### src/rtl/seq_result_packer.sv
`default_nettype none
// +--------------------------------------------------------------------------+
// | seq_result_packer: packs detected nibbles into 16-bit words, 4-deep FIFO  |
// | Revision: 1.0                                                             |
// +--------------------------------------------------------------------------+
module seq_result_packer #(
   parameter int TIMEOUT = 8
) (
   input  logic        SYSCLK,
   input  logic        RST_B,
   input  logic        IN_VALID,
   input  logic [3:0]  DATA_IN,
   input  logic        FLUSH,
   input  logic        CLR_OVF,
   input  logic        OUT_READY,
   output logic        OUT_VALID,
   output logic [15:0] DATA_OUT,
   output logic [2:0]  OUT_CNT,
   output logic [2:0]  FIFO_LEVEL,
   output logic        OVERFLOW
);

   typedef enum logic [0:0] {
      COLLECT = 1'b0,
      STALL   = 1'b1
   } state_t;

   localparam logic [3:0] IDLE_LAST = 4'(TIMEOUT - 1);
   localparam logic [2:0] FIFO_DEPTH = 3'd4;

   state_t      state, state_nxt;
   logic [15:0] word, word_nxt;
   logic [2:0]  cnt, cnt_nxt;
   logic [3:0]  idle, idle_nxt;
   logic        ovf, ovf_nxt;

   logic [15:0] fifo_data [4];
   logic [2:0]  fifo_cnt  [4];
   logic [1:0]  wr_ptr, rd_ptr;
   logic [2:0]  level;

   logic        pop, space, push, drop, commit;
   logic [15:0] push_word, acc_word;
   logic [2:0]  push_cnt, acc_cnt;

   assign pop   = (level != 3'd0) && OUT_READY;
   // A full FIFO still accepts a push when the head leaves in the same cycle.
   assign space = (level != FIFO_DEPTH) || pop;

   always_comb begin
      state_nxt = state;
      word_nxt  = word;
      cnt_nxt   = cnt;
      idle_nxt  = idle;
      push      = 1'b0;
      push_word = word;
      push_cnt  = cnt;
      drop      = 1'b0;
      commit    = 1'b0;
      acc_word  = word;
      acc_cnt   = cnt;
      case (state)
         COLLECT: begin
            if (IN_VALID) begin
               acc_word = word | ({12'd0, DATA_IN} << {cnt[1:0], 2'b00});
               acc_cnt  = cnt + 3'd1;
               idle_nxt = 4'd0;
            end else if (cnt != 3'd0) begin
               idle_nxt = idle + 4'd1;
            end
            commit = (acc_cnt == 3'd4)
                  || (FLUSH && (acc_cnt != 3'd0))
                  || (!IN_VALID && (cnt != 3'd0) && (idle == IDLE_LAST));
            word_nxt = acc_word;
            cnt_nxt  = acc_cnt;
            if (commit) begin
               idle_nxt = 4'd0;
               if (space) begin
                  push      = 1'b1;
                  push_word = acc_word;
                  push_cnt  = acc_cnt;
                  word_nxt  = 16'd0;
                  cnt_nxt   = 3'd0;
               end else begin
                  // word/cnt keep the committed word until the FIFO frees up
                  state_nxt = STALL;
               end
            end
         end
         STALL: begin
            drop = IN_VALID;
            if (space) begin
               push      = 1'b1;
               word_nxt  = 16'd0;
               cnt_nxt   = 3'd0;
               state_nxt = COLLECT;
            end
         end
         default: begin
            state_nxt = COLLECT;
         end
      endcase
      ovf_nxt = (ovf && !CLR_OVF) || drop;
   end

   always_ff @(posedge SYSCLK or negedge RST_B) begin
      if (!RST_B) begin
         state <= COLLECT;
         word  <= 16'd0;
         cnt   <= 3'd0;
         idle  <= 4'd0;
         ovf   <= 1'b0;
      end else begin
         state <= state_nxt;
         word  <= word_nxt;
         cnt   <= cnt_nxt;
         idle  <= idle_nxt;
         ovf   <= ovf_nxt;
      end
   end

   always_ff @(posedge SYSCLK or negedge RST_B) begin
      if (!RST_B) begin
         for (int i = 0; i < 4; i++) begin
            fifo_data[i] <= 16'd0;
            fifo_cnt[i]  <= 3'd0;
         end
         wr_ptr <= 2'd0;
         rd_ptr <= 2'd0;
         level  <= 3'd0;
      end else begin
         if (push) begin
            fifo_data[wr_ptr] <= push_word;
            fifo_cnt[wr_ptr]  <= push_cnt;
            wr_ptr            <= wr_ptr + 2'd1;
         end
         if (pop) begin
            rd_ptr <= rd_ptr + 2'd1;
         end
         level <= level + {2'd0, push} - {2'd0, pop};
      end
   end

   assign OUT_VALID  = (level != 3'd0);
   assign DATA_OUT   = OUT_VALID ? fifo_data[rd_ptr] : 16'd0;
   assign OUT_CNT    = OUT_VALID ? fifo_cnt[rd_ptr]  : 3'd0;
   assign FIFO_LEVEL = level;
   assign OVERFLOW   = ovf;

endmodule
`default_nettype wire

### config.mk
export PLATFORM = sky130hd
export DESIGN_NAME = seq_result_packer
export DESIGN_NICKNAME = d
export VERILOG_FILES = /design/src/rtl/seq_result_packer.sv
export SDC_FILE = /design/constraint.sdc
export NUM_CORES = 1
export LEC_CHECK = 0
export BUFFER_PORTS_ARGS = -buffer_cell sky130_fd_sc_hd__buf_2
export CORE_MARGIN = 3
export CORE_UTILIZATION = 62
export CTS_CLUSTER_DIAMETER = 30
export CTS_CLUSTER_SIZE = 24
export DETAILED_ROUTE_END_ITERATION = 12
export PLACE_DENSITY = 0.8
export SYNTH_ARGS = -nofsm -noshare
export SYNTH_HDL_FRONTEND = slang
export SYNTH_SLANG_ARGS = --single-unit
export TNS_END_PERCENT = 30
### constraint.sdc
create_clock -name SYSCLK -period 8.4 [get_ports SYSCLK]
set_input_delay 1.26 -clock SYSCLK [delete_from_list [all_inputs] [get_ports SYSCLK]]
set_output_delay 1.26 -clock SYSCLK [all_outputs]
set_load 0.05 [all_outputs]
==> results.md <==
- Met1 Track Usage GR: 31.5%
- Crit-path most repeated cell: ha_1
- Diode count: 0
- CP arrival: 3990 ps
- Worst Hold Depth: 2
- FMAX: 269 MHz
- Critical path endpoint category: flop
- Sequential area share after synthesis: 53.0%
- Via Count: 3526
- Critical Path RT: 8670 ps
- Yosys warnings: 0
- Distinct cells, synth: 42
- Final slew viol count: 0
- Routed WL: 10000 um
- Number of buffers added for setup after CTS: 0
- Total Neg Setup Slack: 0 ps
- Least-Margin Pin Slew: 1190 ps
- R2r startpoint: cnt[0]$_DFFE_PN0P_
- Synth cell count leaders: 108 x dfrtp_1, 85 x nand2_1, 76 x o21ai_0, 59 x nor2_1, 20 x and2_1
- Post-DP HPWL: 6530 um
- Vias in the first global route: 3524
- RSZ-0062 raised after global routing: no
- Slew margin rel.: 20.5%
- Die span in x: 96.7 um
- Post-synth EDFFs: 0
- DR iter-0 viols: 228
- Hold_sp: fifo_data[56]$_DFFE_PN0P_
- Maxcap violations: 0
- Final period util: 44.3%
- Crit path buf inv count: 3
- First-pass GRT wire length: 17200 um
- Met2 usage: 36.1%
- Tot GR Track Use: 22.7%
- Ys flop type: dfrtp_1
- Reg2reg setup slack: 4710 ps
- Top Ports: 34
- Initial Util: 65.0%
- Min-Delay Endpoint: fifo_data[56]$_DFFE_PN0P_
- DP Area: 5260 sq um
- GRT Max-Usage Layer: met2
- Antenna violations before repair: 0
- Syn-to-layout area delta: 6.67%
- Detailed Routing Iterations Pass 1: 4
- Hold Buf Count CTS: 0
- Synth top area share: 53.0%
- Antenna-violating nets left: 0
- Met3 Use GR: 3.60%
- Max H-tree Level: 3
- Flop and latch count out of synthesis: 108
- Syn Std Cell Area: 5100 sq um
- Post-route minimum period: 3720 ps
- Crit path largest cell delay: 620 ps
- Fraction of layout cells with a size suffix above 1: 17.6%
- Asr flop ratio synth: 100%
- Total CTS buffers: 9
- Syn avg cell area: 10.5 sq um
- # DRC: 0
- Worst-path cell chain: buf_2 -> or4_1 -> o21ai_2 -> o22ai_2 -> nor2_1 -> nor2_2 -> inv_2 -> ha_1 -> inv_1 -> ha_1 -> fa_1 -> xnor2_1
- Outcome: completed
- CP startpoint kind: primary input
- # setup viols final: 0
- Synth area leaders: dfrtp_1 53%, mux4_2 8.4%, o21ai_0 7.5%
- Worst-Skew Late Latency: 380 ps
- RR Endpoint: FIFO_LEVEL[2]$_DFF_PN0_
- Design area: 5440 sq um
- Nets@finish: 527
- Port bufs: 33
- Reg2reg path depth: 13
- VDD IR max: 0.000296 V
- Crit-path max FO: 19
- CTS tree: yes
- Global placer's final weighted congestion: 0.837
- Reg clk slew, reported paths: 100 ps
- Total clock sinks: 108
- Dominant cell type by area after synthesis: dfrtp_1
- Leakage power: 2.50 nW
- Die Y: 96.7 um
- Clock buffer depth: 2
- Root buffer cell: clkbuf_8
- Final hold vios: 0
- Most instantiated library cell after synthesis: dfrtp_1
- CP top delay family: simple AND/OR/NAND/NOR gates
- Wire length per cell: 16.3 um
- Die Area: 9350 sq um
- Slowest cell on the critical path: nor2_2
- # resized after CTS: 0
- Via density: 5.74
- Largest net degree at the start of global routing: 72
- Final Util: 69.3%
- Hold Path Class: flop to flop
- Pwr per Cell Area: 383 nW/um^2
- Final Skew: 15.8 ps
- Syn Nets: 507
- CORE AREA: 7850 sq um
- Kind of critical path: primary input to flop
- Gr ovfl total: 0
- Cells after Synth: 487
- # rows: 32
[worst max path at each step]
stage,startpoint,cells past startpoint,end,slack [ps]
global route,cnt[0]$_DFFE_PN0P_,13,FIFO_LEVEL[2]$_DFF_PN0_,4390
CTS,IN_VALID,12,FIFO_LEVEL[2]$_DFF_PN0_,4680
floorplan,IN_VALID,11,FIFO_LEVEL[1]$_DFF_PN0_,5030
global placement,IN_VALID,12,FIFO_LEVEL[2]$_DFF_PN0_,4400
detailed placement,IN_VALID,12,FIFO_LEVEL[2]$_DFF_PN0_,4310
finish,IN_VALID,12,FIFO_LEVEL[2]$_DFF_PN0_,4680
[cell usage in the layout, fill, tap and decap left out, types with 6 or more instances in the layout]
master,instances
xnor2_1,6
ha_1,9
mux4_2,19
nor2_1,59
nand2_1,85
o21ai_0,76
and2_1,20
clkbuf_8,10
nand2b_1,6
a21oi_4,9
a21oi_1,10
buf_4,7
dfrtp_1,108
inv_1,8
buf_2,32
[cells by family (layout without fill, tap and decap cells)]
group,count (synthesis),count (layout),synth area share [%]
mux,22,22,9.00
compound gates,112,112,13.7
fa+ha+maj,10,10,2.60
xor+xnor,10,10,1.72
flops,108,108,53.0
buf+inv,39,64,4.24
simple gates,186,186,15.7
[worst reg2reg max path, stage by stage, from the launching register on]
cell and delay [ps]:
dfrtp_1 540, inv_1 150, ha_1 370, nand2b_1 120, a21boi_0 100, o22ai_2 400
nor2_1 130, nor2_2 620, inv_2 130, ha_1 310, inv_1 40, ha_1 180
fa_1 370, xnor2_1 140
[per-layer routing]
layer  up-vias  part of all wire (%)  wire length, um
met3        18                   3.5              352
met4         0                   2.3              235
met1      1754                    45             4510
met5         -                     0                0
li1       1683                     -                -
met2        71                    49             4930
[layout make-up]
class | count | area [sq um]
tap | 102 | 128
inverter | 9 | 33.8
clock buffer | 10 | 138
sequential | 108 | 2700
timing repair buffer | 39 | 213
clock inverter | 6 | 45.0
multi-input combinational | 340 | 2180
fill | 612 | 2410
[report_power, final]
| group | switching, W | internal, W | leakage, nW |
|---|---|---|---|
| clock | 0.000178 | 0.000118 | 0.0853 |
| combinational | 0.000608 | 0.000323 | 0.956 |
| sequential | 0.000149 | 0.000708 | 1.45 |
| total | 0.000935 | 0.00115 | 2.50 |
[flip-flops by register name, indices dropped and copies added (netlist names), 2 cells and up]
| register | cells |
|---|---|
| fifo_cnt | 12 |
| FIFO_LEVEL | 3 |
| fifo_data | 64 |
| word | 16 |
| rd_ptr | 2 |
| idle | 4 |
| cnt | 3 |
| wr_ptr | 2 |
[stage by stage]
step | power [W] | cells | setup WS [ps] | hold WS (ps)
6_report | 0.00208 | 614 | 4680 | 489
5_1_grt | 0.00223 | 614 | 4390 | 515
4_1_cts | 0.00210 | 614 | 4680 | 489
3_5_place_dp | 0.00180 | 598 | 4310 | 465
3_3_place_gp | 0.00176 | 598 | 4400 | 456
2_1_floorplan | 0.00160 | 487 | 5030 | 445
Note: power is estimated with default switching activity, not from simulation.
